`config.mk`:
```
export PLATFORM = sky130hd
export DESIGN_NAME = mem_access_unit
export DESIGN_NICKNAME = d
export VERILOG_FILES = /design/src/rtl/mem_access_unit.sv
export SDC_FILE = /design/constraint.sdc
export NUM_CORES = 1
export LEC_CHECK = 0
export BUFFER_PORTS_ARGS = -buffer_cell sky130_fd_sc_hd__buf_2
export CAP_MARGIN = 25
export CORE_ASPECT_RATIO = 0.75
export CORE_MARGIN = 1
export CORE_UTILIZATION = 55
export CTS_CLUSTER_DIAMETER = 100
export CTS_CLUSTER_SIZE = 8
export DETAILED_ROUTE_END_ITERATION = 6
export PLACE_DENSITY = 0.84
export RECOVER_POWER = 25
export SYNTH_ARGS = -nofsm -noshare
export SYNTH_HDL_FRONTEND = slang
export SYNTH_SLANG_ARGS = --single-unit
export TNS_END_PERCENT = 1
```
`constraint.sdc`:
```
create_clock -name clk -period 2.6 [get_ports clk]
set_clock_uncertainty 0.05 [all_clocks]
set_input_delay 0.39 -clock clk [delete_from_list [all_inputs] [get_ports clk]]
set_output_delay 0.39 -clock clk [all_outputs]
set_load 0.05 [all_outputs]
```
`src/rtl/mem_access_unit.sv`:
```
// Memory-access sequencer: serialises fetch/load/store requests over a valid/ack
// memory port, aligns byte lanes, extends load data and reports access errors.
module mem_access_unit #(
   parameter int                XLEN     = 32,
   parameter logic [XLEN-1:0]   RESET_PC = 'h1000,
   parameter int                TIMEOUT  = 15
) (
   input  logic                clk,
   input  logic                reset,
   input  logic                req_valid,
   output logic                req_ready,
   input  logic [1:0]          req_kind,
   input  logic [2:0]          funct3,
   input  logic [XLEN-1:0]     addr,
   input  logic [XLEN-1:0]     wdata,
   output logic                done,
   output logic                err,
   output logic [31:0]         instr_out,
   output logic [XLEN-1:0]     old_pc_out,
   output logic [XLEN-1:0]     load_data,
   output logic                mem_req,
   output logic                mem_we,
   output logic [XLEN-1:0]     mem_addr,
   output logic [XLEN/8-1:0]   mem_be,
   output logic [XLEN-1:0]     mem_wdata,
   input  logic                mem_rvalid,
   input  logic [XLEN-1:0]     mem_rdata
);

   localparam int          BEW      = XLEN / 8;
   localparam int          OFFW     = $clog2(BEW);
   localparam logic [7:0]  CNT_LAST = 8'(TIMEOUT - 1);

   typedef enum logic [1:0] {S_IDLE, S_ISSUE, S_WAIT, S_FIN} state_t;
   typedef enum logic [1:0] {K_FETCH, K_LOAD, K_STORE, K_ILL} kind_t;

   state_t             r_state, w_next;
   logic [1:0]         r_kind;
   logic [2:0]         r_funct3;
   logic [XLEN-1:0]    r_addr;
   logic [7:0]         r_cnt;
   logic               r_err;
   logic [31:0]        r_instr;
   logic [XLEN-1:0]    r_old_pc, r_load;
   logic [XLEN-1:0]    r_mem_addr, r_mem_wdata;
   logic [BEW-1:0]     r_mem_be;

   // Request decode, evaluated on the raw inputs while in IDLE.
   logic [1:0]         w_size;
   logic               w_f3_ok, w_misal, w_legal;
   logic [OFFW-1:0]    w_off;
   logic [7:0]         w_mask;
   logic [BEW-1:0]     w_be;

   assign w_size = (req_kind == K_FETCH) ? 2'd2 : funct3[1:0];
   assign w_off  = addr[OFFW-1:0];

   always_comb begin
      // NOTE: every always_comb output gets a default first so no latch is inferred.
      w_f3_ok = 1'b0;
      w_misal = 1'b0;
      w_mask  = 8'h01;
      case (req_kind)
         K_FETCH: w_f3_ok = 1'b1;
         K_LOAD:  w_f3_ok = (funct3 inside {3'd0, 3'd1, 3'd2, 3'd4, 3'd5}) ||
                            ((XLEN == 64) && (funct3 inside {3'd3, 3'd6}));
         K_STORE: w_f3_ok = (funct3 inside {3'd0, 3'd1, 3'd2}) ||
                            ((XLEN == 64) && (funct3 == 3'd3));
         default: w_f3_ok = 1'b0;
      endcase
      case (w_size)
         2'd1:    begin w_misal = addr[0];      w_mask = 8'h03; end
         2'd2:    begin w_misal = |addr[1:0];   w_mask = 8'h0F; end
         2'd3:    begin w_misal = |addr[2:0];   w_mask = 8'hFF; end
         default: begin w_misal = 1'b0;         w_mask = 8'h01; end
      endcase
   end

   assign w_legal = w_f3_ok && !w_misal && (req_kind != K_ILL);
   // Stores place the mask on the addressed lanes; reads request the access size.
   assign w_be    = (req_kind == K_STORE) ? BEW'({8'h00, w_mask} << w_off) : BEW'(w_mask);

   // Read-data alignment and extension from the latched request.
   logic [XLEN-1:0]    w_rd_sh, w_lmask, w_ext;
   logic               w_msb;

   assign w_rd_sh = mem_rdata >> {r_addr[OFFW-1:0], 3'b000};

   always_comb begin
      case (r_funct3[1:0])
         2'd0:    w_lmask = XLEN'(8'hFF);
         2'd1:    w_lmask = XLEN'(16'hFFFF);
         2'd2:    w_lmask = XLEN'(32'hFFFF_FFFF);
         default: w_lmask = '1;
      endcase
   end

   assign w_msb = |(w_rd_sh & w_lmask & ~(w_lmask >> 1));
   assign w_ext = (w_rd_sh & w_lmask) | ((!r_funct3[2] && w_msb) ? ~w_lmask : '0);

   always_ff @(posedge clk) begin
      // NOTE: sequential state uses non-blocking assignments only.
      if (!reset) r_state <= S_IDLE;
      else        r_state <= w_next;
   end

   always_comb begin
      w_next = r_state;
      case (r_state)
         S_IDLE:  if (req_valid) w_next = w_legal ? S_ISSUE : S_FIN;
         S_ISSUE: w_next = S_WAIT;
         S_WAIT:  if (mem_rvalid || (r_cnt == CNT_LAST)) w_next = S_FIN;
         S_FIN:   w_next = S_IDLE;
         default: w_next = S_IDLE;
      endcase
   end

   always_ff @(posedge clk) begin
      if (!reset) begin
         r_kind      <= '0;
         r_funct3    <= '0;
         r_addr      <= '0;
         r_cnt       <= '0;
         r_err       <= 1'b0;
         r_instr     <= '0;
         r_old_pc    <= RESET_PC;
         r_load      <= '0;
         r_mem_addr  <= '0;
         r_mem_be    <= '0;
         r_mem_wdata <= '0;
      end else begin
         case (r_state)
            S_IDLE: if (req_valid) begin
               r_kind   <= req_kind;
               r_funct3 <= funct3;
               r_addr   <= addr;
               r_err    <= !w_legal;
               if (w_legal) begin
                  r_mem_addr  <= {addr[XLEN-1:OFFW], {OFFW{1'b0}}};
                  r_mem_be    <= w_be;
                  r_mem_wdata <= wdata << {w_off, 3'b000};
               end
            end
            S_ISSUE: r_cnt <= '0;
            S_WAIT: begin
               if (mem_rvalid) begin
                  r_err <= 1'b0;
                  if (r_kind == K_FETCH) begin
                     r_instr  <= w_rd_sh[31:0];
                     r_old_pc <= r_addr;
                  end else if (r_kind == K_LOAD) begin
                     r_load   <= w_ext;
                  end
               end else begin
                  r_cnt <= r_cnt + 8'd1;
                  if (r_cnt == CNT_LAST) r_err <= 1'b1;
               end
            end
            default: ;
         endcase
      end
   end

   assign req_ready  = (r_state == S_IDLE);
   assign mem_req    = (r_state == S_ISSUE);
   assign mem_we     = (r_state == S_ISSUE) && (r_kind == K_STORE);
   assign done       = (r_state == S_FIN);
   assign err        = (r_state == S_FIN) && r_err;
   assign instr_out  = r_instr;
   assign old_pc_out = r_old_pc;
   assign load_data  = r_load;
   assign mem_addr   = r_mem_addr;
   assign mem_be     = r_mem_be;
   assign mem_wdata  = r_mem_wdata;

endmodule

```
Yosys cells after proc, flatten, opt, wreduce, memory -nomap -nowiden
Cells that the tools add are included.

Memories: 0. Register bits: 210. Memory bits (read-only): 0. Latch bits: 0. Input port bits: 105. Output and inout bits: 169. Logic and storage cells: 88. Memory bits (writable): 0.

Shift-type cells: 3. Mux-type cells: 17. Order comparisons: 0. $mul: 0. Equal/unequal tests: 21. Reduce and logical (&&, ||, !) cells: 28. $add $sub $neg: 1. Divide/modulo/power cells: 0. Bitwise logic cells: 6.

Operators by type and width (number): 32-bit bitwise AND (2); 32-bit case mux with 2 select lines (1); 32-bit 2-to-1 mux (1); 31-bit inverter with 32-bit output (1); 32-bit inverter (1); 32-bit bitwise OR (1); 32-bit OR reduction (1); 32-bit by 5-bit << shifter with 32-bit output (1); 32-bit by 5-bit >> shifter with 32-bit output (1); 8-bit case mux with 3 select lines (1); 8-bit case mux with 2 select lines (1); 2-bit equality test (second input constant) (6); 2-bit by 1-bit equality test with 1-bit output (second input constant) (5); 3-bit AND reduction (3); 8-bit by 1-bit adder with 8-bit output (second input constant) (1); 8-bit by 4-bit equality test with 1-bit output (second input constant) (1); 2-bit logical NOT (4); 2-bit 2-to-1 mux (4); 8-bit 2-to-1 mux (1); 2-bit inequality test (second input constant) (4); 2-bit case mux with 4 select lines (1); 8-bit by 2-bit << shifter with 4-bit output (1); 3-bit equality test (second input constant) (2); 1-bit case mux with 3 select lines (2); other kinds (18) (29).

Logic depth before layout (Yosys ltp)
Depth after elaboration: 10. Gate-level depth with buffers: 8. Mapped depth without buffers: 6.

Least setup slack after synthesis
Ideal clock, no wire load.

Kind: reg2reg. From: register r_state[0]. To: register r_mem_addr[10] (netlist: mem_addr[10]). Buffers on the path: 1. Data required time: 2.478 ns. Stages on the path, launching flop included: 7. Arrival time: 1.909 ns. Slack: 0.570 ns. Library setup time: 0.072 ns. Clock period less this slack: 2.030 ns. Cell sequence: dfxtp_1 > inv_1 > ha_1 > nand2_1 > nor3_4 > buf_8 > mux2i_1.

Word-level cells in the longest chain between the ends: 2.

Ends and longest elaborated chain: from (decl) (line 37) `state_t r_state, w_next;`; from (signal assigned) (line 104) `else r_state <= w_next;`; 2-bit logical NOT; via req_ready (line 11) `output logic req_ready,`; 3-bit AND reduction (no source line); to (signal assigned) (line 139) `r_mem_addr <= {addr[XLEN-1:OFFW], {OFFW{1'b0}}};`; to (decl) (line 45) `logic [XLEN-1:0] r_mem_addr, r_mem_wdata;`.

The timed path passes the listed nets, and every way through them passes these cells. A chain may end at the register's enable or synchronous reset.

Worst setup path after layout
From: register r_state[1]. To: output port mem_we.

Word-level cells in the longest chain between the ends: 2.

Ends and longest elaborated chain: 2-bit by 1-bit equality test with 1-bit output (line 166) `assign mem_we = (r_state == S_ISSUE) && (r_kind == K_STORE);`; 1-bit logical AND (line 166); to (decl) (line 22) `output logic mem_we,`.

No other way between the ends.

==> metrics.log <==
[metrics] Max Slew Vio Count: 0
[metrics] antenna violations before repair: 2
[metrics] clock-pin transition on the worst setup and hold timing paths: 0.05 ns
[metrics] total count of hold-check failures in the final report: 0
[metrics] clock root buffer: sky130_fd_sc_hd__clkbuf_16
[metrics] post-synthesis cell type count: 61
[metrics] largest net degree at the start of global routing: 201
[metrics] type of destination of the critical path: output port
[metrics] number of nets with antenna violations after detailed routing: 0
[metrics] outcome: complete, no violations
[metrics] cell chain of the critical path: inv_1 > ha_1 > and3b_1 > buf_2
[metrics] most used cells in the layout excluding fill and tap cells: 330 x sky130_fd_sc_hd__nand2_1, 210 x sky130_fd_sc_hd__dfxtp_1, 176 x sky130_fd_sc_hd__buf_2
[metrics] Primary FF master, synth: sky130_fd_sc_hd__dfxtp_1
[metrics] Post-Place Cell Area: 10800 um^2
[metrics] total track usage: 0.285
[metrics] total buffers and inverters traversed by the critical path: 2
[metrics] buffers inserted by post-CTS timing repair: 0
[metrics] Clock H-tree levels: 1
[metrics] Final GP Congestion: 0.894
[metrics] Sequential cell area: 4200 um^2
[metrics] total length of routed wires: 26200 um
[metrics] standard cell with the maximum stage delay on the critical path: sky130_fd_sc_hd__dfxtp_1
[metrics] data required time at the worst endpoint: 2.16 ns
[metrics] CP arrival: 1.77 ns
[metrics] CTS tree: done
[metrics] setup repair after global routing missed its margin: no
[metrics] setup_tns: 0 ns
[metrics] area used by multi-input combinational logic: 4780 um^2
[metrics] power density over the cells: 841 nW/um^2
[metrics] leakage power total: 0.00472 uW
[metrics] number of max-capacitance violations reported: 0
[metrics] number of design-rule violations left by the first detailed-router iteration: 575
[metrics] Worst path max stage delay: 0.34 ns
[metrics] hold bufs inserted after CTS: 0
[metrics] width of the die: 154 um
[metrics] standard cell core area: 16900 um^2
[metrics] cell area after technology mapping: 9510 um^2
[metrics] Sink Count: 210
[metrics] largest voltage drop on the vdd net: 625 uV
[metrics] maximum frequency from static timing analysis: 453 MHz
[metrics] post-CTS resize count: 0
[metrics] area of all placed cells without fillers: 11500 um^2
[metrics] Longest Clk Path Bufs: 3
[metrics] Crit path max-delay family: buffers and inverters
[metrics] number of warning messages in the yosys log: 0
[metrics] HPWL reported at the end of detailed placement: 17900 um
[metrics] maximum net fanout on the critical path: 7
[metrics] Critical Path Start Type: flip-flop
[metrics] initial standard-cell utilization of the core: 0.564
[metrics] number of placement rows: 41
[metrics] setup violation total in the final timing report: 0
[metrics] proportion of synthesized chip area in sequential cells: 0.442
[metrics] number of global-route vias before repair: 7919
[metrics] worst hold-check path type: in -> reg
[metrics] Post-synth EDFFs: 0
[metrics] transition time at the pin with the least slew margin: 0.714 ns
[metrics] fraction of synthesis flops using an asynchronous set or reset pin: 0
[metrics] residual overflow from global routing: 0
[metrics] wire per inst: 17.0 um
[metrics] Remaining DRCs: 0
[metrics] number of port buffers: 271
[metrics] commonest non-fill, non-tap cell in the layout: sky130_fd_sc_hd__nand2_1
[metrics] Period Utilization, post-route: 0.849
[metrics] Design Power: 9660 uW
[metrics] y dimension of the die: 116 um
[metrics] Hold WS: 0.0695 ns
[metrics] first-pass iteration count of the detailed router: 5
[metrics] gate count of the mapped netlist: 1091
[metrics] clock latency reported for the late side of the worst-skew pair: 0.53 ns
[metrics] nets: 1435
[metrics] Ports: 274
[metrics] first-pass GRT wire length: 40700 um
[metrics] Layout area overhead: 20.7%
[metrics] fraction of layout cells with a size suffix above 1: 0.196
[metrics] final critical-path required period: 2.21 ns
[metrics] via count normalized by instance count: 5.49
[metrics] Die Area: 17800 um^2
[metrics] number of CTS-inserted buffers: 30
[metrics] critical path class: reg -> out
[metrics] synthesized area per cell: 8.72 um^2
[metrics] worst slew margin relative to its limit: 0.524
[metrics] # fillers: 1409
[metrics] via count: 8455
[metrics] flop and latch count out of synthesis: 210
logic make-up after synthesis:
| family | count (synthesis) | share of synthesized area |
|---|---|---|
| xor gates and xnor gates | 2 | 0.00184 |
| DFF | 210 | 0.442 |
| adders and majority gates | 6 | 0.00789 |
| muxes | 123 | 0.131 |
| buffers and inverters | 96 | 0.0589 |
| AOI/OAI and AO/OA | 208 | 0.155 |
| and+or+nand+nor | 445 | 0.204 |
| other | 1 | 0.000394 |
through the flow:
stage | std cells | setup WS (ns) | util
final | 1541 | 0.394 | 0.680
after global routing | 1541 | 0.287 | 0.680
after CTS | 1539 | 0.385 | 0.687
after detailed placement | 1507 | 0.509 | 0.641
after global placement | 1507 | 0.597 | 0.641
after floorplan | 1092 | 0.570 | -
path summary, 6_finish.rpt:
| kind | start | slack, ns | end | depth (start not counted) |
|---|---|---|---|---|
| hold reg to reg | old_pc_out[2]$_SDFFE_PN0P_ | 0.40 | old_pc_out[2]$_SDFFE_PN0P_ | 2 |
| setup / recovery | r_state[1]$_SDFFE_PN0P_ | 0.39 | mem_we | 4 |
| setup reg to reg | r_state[0]$_SDFFE_PN0P_ | 0.47 | load_data[29]$_SDFFE_PN0P_ | 8 |
| hold / removal | addr[18] | 0.07 | mem_addr[18]$_SDFFE_PN0P_ | 3 |
worst reg2reg max path, delay by kind of cell (launching register included):
| kind | cells | cell delay, ns |
|---|---|---|
| buffers and inverters | 3 | 0.69 |
| and+or+nand+nor | 2 | 0.41 |
| DFF | 1 | 0.34 |
| AOI/OAI and AO/OA | 2 | 0.34 |
| adders and majority gates | 1 | 0.24 |
Yosys cell counts, types with 2 or more instances:
| cell type | count | area, um^2 |
|---|---|---|
| sky130_fd_sc_hd__o211ai_1 | 9 | 67.6 |
| sky130_fd_sc_hd__o21ai_0 | 20 | 100 |
| sky130_fd_sc_hd__and2_1 | 7 | 43.8 |
| sky130_fd_sc_hd__nor3_1 | 12 | 60.1 |
| sky130_fd_sc_hd__o211a_1 | 2 | 20.0 |
| sky130_fd_sc_hd__nand2_1 | 330 | 1240 |
| sky130_fd_sc_hd__buf_1 | 4 | 15.0 |
| sky130_fd_sc_hd__nand2b_1 | 12 | 75.1 |
| sky130_fd_sc_hd__buf_6 | 7 | 78.8 |
| sky130_fd_sc_hd__nand3_1 | 13 | 65.1 |
| sky130_fd_sc_hd__or2_2 | 2 | 12.5 |
| sky130_fd_sc_hd__buf_12 | 3 | 60.1 |
| sky130_fd_sc_hd__nand4b_1 | 3 | 26.3 |
| sky130_fd_sc_hd__buf_8 | 3 | 45.0 |
| sky130_fd_sc_hd__inv_1 | 8 | 30.0 |
| sky130_fd_sc_hd__dfxtp_1 | 210 | 4200 |
| sky130_fd_sc_hd__a211oi_1 | 2 | 15.0 |
| sky130_fd_sc_hd__nor4_1 | 3 | 18.8 |
| sky130_fd_sc_hd__buf_4 | 6 | 45.0 |
| sky130_fd_sc_hd__a31oi_1 | 2 | 12.5 |
| sky130_fd_sc_hd__nor3_2 | 2 | 20.0 |
| sky130_fd_sc_hd__and3b_1 | 2 | 17.5 |
| sky130_fd_sc_hd__mux2i_1 | 114 | 1140 |
| sky130_fd_sc_hd__mux2_2 | 9 | 101 |
| sky130_fd_sc_hd__nor3b_1 | 8 | 60.1 |
| sky130_fd_sc_hd__buf_2 | 26 | 130 |
| sky130_fd_sc_hd__a21boi_0 | 47 | 353 |
| sky130_fd_sc_hd__a21oi_1 | 35 | 175 |
| sky130_fd_sc_hd__o21ai_1 | 13 | 65.1 |
| sky130_fd_sc_hd__o221a_2 | 3 | 33.8 |
| sky130_fd_sc_hd__a21oi_2 | 4 | 35.0 |
| sky130_fd_sc_hd__o2bb2ai_1 | 17 | 149 |
| sky130_fd_sc_hd__a21boi_1 | 45 | 338 |
| sky130_fd_sc_hd__clkbuf_1 | 38 | 143 |
| sky130_fd_sc_hd__nor2b_1 | 15 | 93.8 |
| sky130_fd_sc_hd__nor2_1 | 24 | 90.1 |
| sky130_fd_sc_hd__ha_1 | 6 | 75.1 |
| sky130_fd_sc_hd__nor2_2 | 2 | 12.5 |
area by class of cell:
type | count | area share
Timing Repair Buffer | 288 | 0.124
Inverter | 8 | 0.00261
Clock buffer | 30 | 0.0654
Multi-Input combinational cell | 786 | 0.416
Sequential cell | 210 | 0.366
Tap cell | 215 | 0.0234
Clock inverter | 2 | 0.00218
Antenna cell | 2 | 0.000436
sequential cells by signal, indices dropped and copies added (netlist names):
name / cells
r_cnt: 8
load_data: 32
mem_wdata: 32
old_pc_out: 32
r_err: 1
mem_be: 4
r_state: 2
r_kind: 2
r_funct3: 3
r_addr: 32
instr_out: 32
mem_addr: 30
report_power, final:
| part | internal (uW) | leakage, uW | switching [uW] |
|---|---|---|---|
| registers | 3520 | 0.00170 | 190 |
| logic | 759 | 0.00264 | 1880 |
| clock network | 2010 | 0.000381 | 1310 |
| total | 6290 | 0.00472 | 3380 |
layer usage:
| metal | routed length, um | global-route usage |
|---|---|---|
| met2 | 11900 | 0.459 |
| met1 | 11500 | 0.369 |
| met4 | 704 | 0.103 |
| met5 | 0 | 0 |
| met3 | 2090 | 0.0770 |
Note: power is estimated with default switching activity, not from simulation.
